--- src/rtl/bp_be_pkg.sv ---
// Shared back-end types: FE exception codes and the issue queue entry.
// Entry struct is declared by macro so the PC width follows vaddr_width_p.
package bp_be_pkg;

  localparam int bp_instr_width_gp = 32;

  typedef enum logic [1:0] {
    e_instr_misaligned   = 2'b00,
    e_itlb_miss          = 2'b01,
    e_instr_access_fault = 2'b10,
    e_instr_page_fault   = 2'b11
  } bp_fe_exception_code_e;

  function automatic int bp_wrap_ptr_width(input int els);
    return $clog2(els) + 1;
  endfunction

endpackage

`define BP_BE_ISSUE_QUEUE_ENTRY_WIDTH(vaddr_width_mp) \
  (32 + (vaddr_width_mp) + 1 + 2)

`define DECLARE_BP_BE_ISSUE_QUEUE_ENTRY_S(vaddr_width_mp) \
  typedef struct packed {                                 \
    logic [31:0]               instr;                     \
    logic [vaddr_width_mp-1:0] pc;                        \
    logic                      exc_not_instr;             \
    bp_fe_exception_code_e     exc;                       \
  } bp_be_issue_queue_entry_s

--- src/rtl/bp_be_issue_queue_ptr.sv ---
// Wrap-bit pointer register: sync reset to 0, load beats increment.
// Ports: clk_i, reset_i, inc_i, load_i, load_val_i, ptr_o.
module bp_be_issue_queue_ptr #(
  parameter int width_p = 5
) (
  input  logic               clk_i,
  input  logic               reset_i,
  input  logic               inc_i,
  input  logic               load_i,
  input  logic [width_p-1:0] load_val_i,
  output logic [width_p-1:0] ptr_o
);

  localparam logic [width_p-1:0] one_lp = 1;

  always_ff @(posedge clk_i) begin
    if (reset_i) begin
      ptr_o <= '0;
    end else if (load_i) begin
      ptr_o <= load_val_i;
    end else if (inc_i) begin
      ptr_o <= ptr_o + one_lp;
    end
  end

endmodule

--- src/rtl/bsg_mem_1r1w.sv ---
// One-write, one-read register file with asynchronous read.
// Ports: write clock/enable/addr/data, read addr, read data. No reset.
module bsg_mem_1r1w #(
  parameter int width_p = 8,
  parameter int els_p = 16,
  localparam int addr_width_lp = $clog2(els_p)
) (
  input  logic                     w_clk_i,
  input  logic                     w_v_i,
  input  logic [addr_width_lp-1:0] w_addr_i,
  input  logic [width_p-1:0]       w_data_i,
  input  logic [addr_width_lp-1:0] r_addr_i,
  output logic [width_p-1:0]       r_data_o
);

  logic [width_p-1:0] mem [els_p];

  always_ff @(posedge w_clk_i) begin
    if (w_v_i) begin
      mem[w_addr_i] <= w_data_i;
    end
  end

  assign r_data_o = mem[r_addr_i];

endmodule

--- src/rtl/bp_be_issue_queue.sv ---
// In-order FE->BE issue queue with speculative issue, commit, roll, clear.
// Ports: FE ready-valid enqueue, valid-yumi issue, commit/roll/clr
// controls, empty_o/full_o status. Optional same-cycle bypass of an
// enqueue into an empty queue: define BP_BE_ISSUE_QUEUE_BYPASS_EN.
module bp_be_issue_queue
  import bp_be_pkg::*;
#(
  parameter int entries_p = 16,
  parameter int vaddr_width_p = 39,
  localparam int instr_width_lp = 32
) (
  input  logic                      clk_i,
  input  logic                      reset_i,

  input  logic                      fe_v_i,
  input  logic [instr_width_lp-1:0] fe_instr_i,
  input  logic [vaddr_width_p-1:0]  fe_pc_i,
  input  logic                      fe_exc_not_instr_i,
  input  logic [1:0]                fe_exc_i,
  output logic                      fe_ready_o,

  output logic                      issue_v_o,
  output logic [instr_width_lp-1:0] issue_instr_o,
  output logic [vaddr_width_p-1:0]  issue_pc_o,
  output logic                      issue_exc_not_instr_o,
  output logic [1:0]                issue_exc_o,
  input  logic                      issue_yumi_i,

  input  logic                      commit_v_i,
  input  logic                      roll_v_i,
  input  logic                      clr_v_i,
  output logic                      empty_o,
  output logic                      full_o
);

  localparam int ptr_width_lp = $clog2(entries_p) + 1;
  localparam int idx_width_lp = ptr_width_lp - 1;
  localparam int entry_width_lp =
    `BP_BE_ISSUE_QUEUE_ENTRY_WIDTH(vaddr_width_p);

  `DECLARE_BP_BE_ISSUE_QUEUE_ENTRY_S(vaddr_width_p);

  logic [ptr_width_lp-1:0] wptr, rptr, cptr;
  logic [ptr_width_lp-1:0] cptr_adv;
  logic [idx_width_lp-1:0] widx, ridx, cidx;

  logic enq_v, yumi_v, byp_v, rewind_v;

  bp_be_issue_queue_entry_s wr_entry, rd_entry, iss_entry;

  assign widx = wptr[idx_width_lp-1:0];
  assign ridx = rptr[idx_width_lp-1:0];
  assign cidx = cptr[idx_width_lp-1:0];

  assign full_o = (widx == cidx)
               && (wptr[idx_width_lp] != cptr[idx_width_lp]);
  assign empty_o = (rptr == wptr);
  assign fe_ready_o = ~full_o;

  // Commit applies even under clr/roll, so both rewind to the
  // post-commit position.
  assign cptr_adv = cptr
    + {{(ptr_width_lp-1){1'b0}}, commit_v_i};

  assign rewind_v = clr_v_i | roll_v_i;
  assign enq_v = fe_v_i & fe_ready_o & ~clr_v_i;
  assign yumi_v = issue_yumi_i & ~rewind_v;

  always_comb begin
    wr_entry = '0;
    wr_entry.instr = fe_instr_i;
    wr_entry.pc = fe_pc_i;
    wr_entry.exc_not_instr = fe_exc_not_instr_i;
    wr_entry.exc = bp_fe_exception_code_e'(fe_exc_i);
  end

`ifdef BP_BE_ISSUE_QUEUE_BYPASS_EN
  // enq_v already excludes clr; full-and-empty cannot enqueue.
  assign byp_v = empty_o & enq_v & ~roll_v_i;
`else
  assign byp_v = 1'b0;
`endif

  assign iss_entry = byp_v ? wr_entry : rd_entry;

  assign issue_v_o = ~empty_o | byp_v;
  assign issue_instr_o = iss_entry.instr;
  assign issue_pc_o = iss_entry.pc;
  assign issue_exc_not_instr_o = iss_entry.exc_not_instr;
  assign issue_exc_o = iss_entry.exc;

  bp_be_issue_queue_ptr #(.width_p(ptr_width_lp)) u_wptr (
    .clk_i(clk_i),
    .reset_i(reset_i),
    .inc_i(enq_v),
    .load_i(clr_v_i),
    .load_val_i(cptr_adv),
    .ptr_o(wptr)
  );

  bp_be_issue_queue_ptr #(.width_p(ptr_width_lp)) u_rptr (
    .clk_i(clk_i),
    .reset_i(reset_i),
    .inc_i(yumi_v),
    .load_i(rewind_v),
    .load_val_i(cptr_adv),
    .ptr_o(rptr)
  );

  bp_be_issue_queue_ptr #(.width_p(ptr_width_lp)) u_cptr (
    .clk_i(clk_i),
    .reset_i(reset_i),
    .inc_i(commit_v_i),
    .load_i(1'b0),
    .load_val_i('0),
    .ptr_o(cptr)
  );

  bsg_mem_1r1w #(
    .width_p(entry_width_lp),
    .els_p(entries_p)
  ) u_mem (
    .w_clk_i(clk_i),
    .w_v_i(enq_v),
    .w_addr_i(widx),
    .w_data_i(wr_entry),
    .r_addr_i(ridx),
    .r_data_o(rd_entry)
  );

  a_yumi_valid: assert property (
    @(posedge clk_i) disable iff (reset_i)
    issue_yumi_i |-> issue_v_o
  );

  a_commit_issued: assert property (
    @(posedge clk_i) disable iff (reset_i)
    commit_v_i |-> (cptr != rptr)
  );

endmodule

--- config.mk ---
export PLATFORM = sky130hd
export DESIGN_NAME = bp_be_issue_queue
export DESIGN_NICKNAME = d
export VERILOG_FILES = /design/src/rtl/bp_be_pkg.sv /design/src/rtl/bp_be_issue_queue_ptr.sv /design/src/rtl/bsg_mem_1r1w.sv /design/src/rtl/bp_be_issue_queue.sv
export SDC_FILE = /design/constraint.sdc
export NUM_CORES = 1
export LEC_CHECK = 0
export BUFFER_PORTS_ARGS = -buffer_cell sky130_fd_sc_hd__buf_4
export CAP_MARGIN = 40
export CORE_MARGIN = 2
export CORE_UTILIZATION = 55
export CTS_CLUSTER_DIAMETER = 150
export DETAILED_ROUTE_END_ITERATION = 8
export PLACE_DENSITY = 0.68
export SLEW_MARGIN = 30
export SYNTH_ARGS = -nofsm -noshare
export SYNTH_HDL_FRONTEND = slang
export SYNTH_HIERARCHICAL = 1
export SYNTH_SLANG_ARGS = --single-unit
--- constraint.sdc ---
create_clock -name clk_i -period 8.2 [get_ports clk_i]
set_input_delay 0.82 -clock clk_i [delete_from_list [all_inputs] [get_ports clk_i]]
set_output_delay 0.82 -clock clk_i [all_outputs]
set_load 0.02 [all_outputs]
# Word-level counts from Yosys, hierarchy flattened
# Memories as Yosys holds them, arrays and structs flattened. A register that Yosys moved wholly into a read port is not among the register bits.
# Index checks and enable logic that the tools add are counted.
# Widths: inputs -> output; s select.
[word_totals]
ff_bits = 15
ram_bits = 1184
inputBits = 81
output_inout_bits = 78
elab_cells = 30
memories = 1
[op_classes]
n_addsub = 4
eq_ne = 3
mux = 8
bitwise_logic = 8
n_reduce_logical = 3
[mem_list]
columns = ["memory", "depth", "word_bits", "read_ports", "rd_ports_with_merged_regs", "write_ports", "line_no", "source"]
rows = [
  ["u_mem.mem", 16, 74, 1, 1, 1, "bsg_mem_1r1w.sv:16", "logic [width_p-1:0] mem [els_p];"],
]
[op_table]
columns = ["cell", "count"]
rows = [
  ["$mux 5", 4],
  ["$add 5x1->5 const B", 3],
  ["$mux 4", 2],
  ["$add 5x1->5", 1],
  ["$eq 5x5->1", 1],
  ["$eq 4x4->1", 1],
  ["$not 1->1", 4],
  ["$reduce_bool 2->1", 2],
  ["$and 1x1->1", 3],
  ["$mux 1", 2],
  ["$logic_and 1x1->1", 1],
  ["$ne 1x1->1", 1],
  ["$or 1x1->1", 1],
]

# Depth between registers and ports, before layout
[depth]
word_depth = 7
depth_mapped = 7

# Cells and area by module
# Netlist, hierarchy kept.
[modules_own_cells]
columns = ["module", "n_inst", "cells_per_inst", "area_each_um2", "seq_area_each_um2"]
rows = [
  ["bsg_mem_1r1w", 1, 1827, 44273.7, 35554.1],
  ["bp_be_issue_queue_ptr", 3, 28, 256.5, 100.1],
  ["bp_be_issue_queue", 1, 30, 220.2, 0.0],
]

# Worst setup path after synthesis
# No wires, ideal clock.
[synth_timing]
path_type = "input -> register"
from = "input port clr_v_i"
to = "memory u_mem/mem[0][0] (netlist bit), enable pin"
setup_ps = 597
arrival_time_ps = 6837
required_time_ps = 7603
setup_slack_ps = 766
cell_stages = 4
n_path_buf = 0
cell_sequence = "nand2b_1 a21oi_1 or3b_1 nor3_1"
[synth_via]
elab_chain_len = 4
[synth_lines]
columns = ["item", "line_no", "source"]
rows = [
  ["start, declared", "bp_be_issue_queue.sv:31", "input logic clr_v_i,"],
  ["$not 1->1", "bp_be_issue_queue.sv:66", "assign enq_v = fe_v_i & fe_ready_o & ~clr_v_i;"],
  ["$and 1x1->1", "bp_be_issue_queue.sv:66", ""],
  ["named net enq_v", "bp_be_issue_queue.sv:47", "logic enq_v, yumi_v, byp_v, rewind_v;"],
  ["$mux 1", "bsg_mem_1r1w.sv:19", "if (w_v_i) begin"],
  ["$mux 1 (not written as such)", "bsg_mem_1r1w.sv:20", "mem[w_addr_i] <= w_data_i;"],
  ["end, declared", "bsg_mem_1r1w.sv:16", ""],
]
# The timed path passes the listed nets, and every way through them passes these cells.

==> impl_metrics.py <==
metrics = {
    "layout": {
        "area_delta_synth_final_pct": 14.3,
        "n_fill_cell": 5412,
        "design_area_sq_um": 51700,
        "finalNetCount": 2257,
        "final_cells": 3337,
        "drive_gt1_frac": 0.301,
    },
    "synth": {
        "yosys_warnings": 6,
        "synth_seq_cells": 1199,
        "netlist_area_sq_um": 45300,
        "synth.area.top_cells": "edfxtp_1, mux4_2, a22oi_1",
        "synth-edff-count": 1184,
        "ys_seq_area_frac": 0.792,
        "synth_top_area_frac": 0.785,
        "avgSynthCellArea_sq_um": 23.3,
        "yosysMostFrequentCell": "edfxtp_1",
        "synth_commonest_cells": "edfxtp_1, mux4_2, a22oi_1",
        "async_reset_ff_frac": 0,
        "synth_cell_types": 31,
        "netlist_instances": 1941,
        "synth.largest_area_cell": "edfxtp_1",
        "synthFlopType": "edfxtp_1",
    },
    "placement": {
        "io_buffers": 158,
        "place_congestion": 0.732,
        "dpl_cell_area_sq_um": 48100,
        "dpl.hpwl_microns": 50300,
        "placed_cells": 3124,
    },
    "setup_path": {
        "crit_type": "register to primary output",
        "reg2reg_to": "u_mem/mem[15][52]",
        "cp-start-kind": "register",
        "end_kind": "primary output",
        "reg2reg_setup_slack_ns": 4.10,
        "cp_max_fo": 96,
        "cp_slowest_cell": "dfxtp_4",
        "cp.arrival_ns": 3.58,
        "reg2reg_depth": 7,
        "cpPeakStageDelay_ns": 0.67,
        "path_common_cell": "buf_12",
        "crit_required_ns": 7.38,
        "path_cells": "buf_12, buf_12, mux4_2, a22oi_1, nand2_1, buf_4",
        "rr_startpoint": "u_wptr/ptr_o[0]",
    },
    "global_routing": {
        "grt_max_degree": 115,
        "track_usage": 0.226,
        "grt_pass1_wl_microns": 142000,
        "grt_pass1_vias": 22000,
        "gr-total-overflow": 0,
        "antenna_found_initial": 8,
    },
    "floorplan": {
        "die_w_microns": 291,
        "ioPinCount": 159,
        "dieArea_sq_um": 84600,
        "initial_core_util": 0.554,
        "coreArea_sq_um": 81700,
        "die_h_microns": 291,
        "rows": 105,
    },
    "timing": {
        "finClkSkew_ns": 0.0151,
        "worst_slew_pin_slew_ns": 0.879,
        "rsz0062_at_grt": "no",
        "finalMaxSlewViolations": 0,
        "setup_viol": 0,
        "setup_tns_ns": 0,
        "holdWs_ns": 0.439,
        "slew_headroom": 0.414,
        "fmax_mhz": 227,
        "period_minus_slack_ns": 4.40,
        "hold_violations": 0,
        "finalCritPeriodShare": 0.536,
    },
    "clocking": {
        "clk_pin_slew_ns": 0.06,
        "cts_hold_buf": 0,
        "cts_resized": 0,
        "cts_buffers": 115,
        "htree_levels": 3,
        "postCtsSetupBuffers": 0,
        "clock_path_buffers": 3,
        "clk_latency_ns": 0.68,
        "cts_root_buf": "clkbuf_16",
        "tritoncts": "yes",
        "cts_num_sinks": 1199,
    },
    "power_and_ir_drop": {
        "peakVddDrop_v": 0.000184,
        "power.density_nw_per_um2": 251,
        "p_leak_nw": 16.2,
    },
    "route": {
        "routedWlPerCell_microns": 28.1,
        "ant_nets": 0,
        "viasPerCell": 6.22,
        "drt_first_pass_iters": 5,
        "vias": 20800,
        "post-route-drc-count": 0,
        "wirelength_microns": 93700,
        "dr.first_iter.drc_count": 1977,
    },
    "hold_path": {
        "holdCritPathClass": "primary input to register",
        "hold_start": "fe_pc_i[33]",
        "holdPathStages": 1,
        "whs_endpoint": "u_mem/mem[0][36]",
    },
    "job": {
        "maxCapViolations": 0,
    },
    "outcome": {
        "outcome": "completed",
    },
}
[critical path: cells and delay by family, from the launching register on]
| kind | cells | cell delay, ns |
|---|---|---|
| flip-flops | 1 | 0.67 |
| AND/OR/NAND/NOR | 1 | 0.14 |
| AO/OA/AOI/OAI | 1 | 0.26 |
| buffers and inverters | 3 | 1.01 |
| multiplexers | 1 | 0.64 |
[how the worst max path moves through the flow]
| stage | start | endpoint | cells after the start | slack, ns |
|---|---|---|---|---|
| global route | u_rptr/ptr_o[0] | issue_exc_o[0] | 6 | 3.48 |
| CTS | u_rptr/ptr_o[0] | issue_pc_o[28] | 6 | 3.65 |
| floorplan | clr_v_i | u_mem/mem[0][0] | 4 | 0.77 |
| global placement | clr_v_i | u_mem/mem[9][29] | 7 | 3.84 |
| detailed placement | clr_v_i | u_mem/mem[15][52] | 7 | 3.95 |
| finish | u_rptr/ptr_o[0] | issue_pc_o[26] | 6 | 3.80 |
[flip-flops by register name, summed over array words and instances, names as in the netlist]
name / cells
u_rptr/ptr_o: 5
u_wptr/ptr_o: 5
u_mem/mem: 1184
u_cptr/ptr_o: 5
[final cells by class]
type	instances	area, sq um	area share
Sequential cell	1199	35900	0.693
Multi-Input combinational cell	636	8980	0.174
Clock buffer	141	3020	0.0584
Timing Repair Buffer	209	1850	0.0358
Tap cell	1070	1340	0.0259
Clock inverter	69	624	0.0121
Inverter	10	37.5	0.000726
Antenna cell	3	7.51	0.000145
[layer usage]
| metal | up-vias | wire (microns) | GRT usage | share of wire |
|---|---|---|---|---|
| li1 | 8763 | - | - | - |
| met5 | - | 63 | 0 | 0.00067 |
| met1 | 11100 | 37500 | 0.312 | 0.40 |
| met3 | 160 | 6120 | 0.0434 | 0.065 |
| met2 | 723 | 47800 | 0.378 | 0.51 |
| met4 | 10 | 2240 | 0.0595 | 0.024 |
[report_power, final]
group | internal [mW] | switching [mW]
logic | 0.471 | 0.600
clock network | 2.94 | 2.15
registers | 6.80 | 0.0410
[cell usage in the layout (no fill, tap or decap), types with 13 or more instances in the layout]
cell type and count:
a22oi_1 148, buf_4 189, clkbuf_1 24, clkbuf_16 117, clkinv_1 33, clkinv_2 16
dfxtp_1 13, edfxtp_1 1184, mux4_2 296, nand2_1 79, nor2_4 13, xnor2_1 15
[cells by family (layout without fill, tap and decap cells)]
family	count (synthesis)	after routing	synth area share
DFF	1199	1199	0.792
muxes	305	305	0.149
adders and majority gates	5	5	0.00138
and+or+nand+nor	128	128	0.0122
buffers and inverters	111	429	0.0129
xor gates and xnor gates	25	25	0.00484
other	1	9	0.0000828
AOI/OAI and AO/OA	167	167	0.0271
[metrics by stage]
step,utilization,worst slack [ns],power (mW)
floorplan,-,0.766,7.65
finish,0.633,3.80,13.0
global route,0.633,3.48,13.4
CTS,0.633,3.65,13.1
global placement,0.584,3.84,8.03
detailed placement,0.588,3.95,8.06
(Power assumes the default switching activity.)
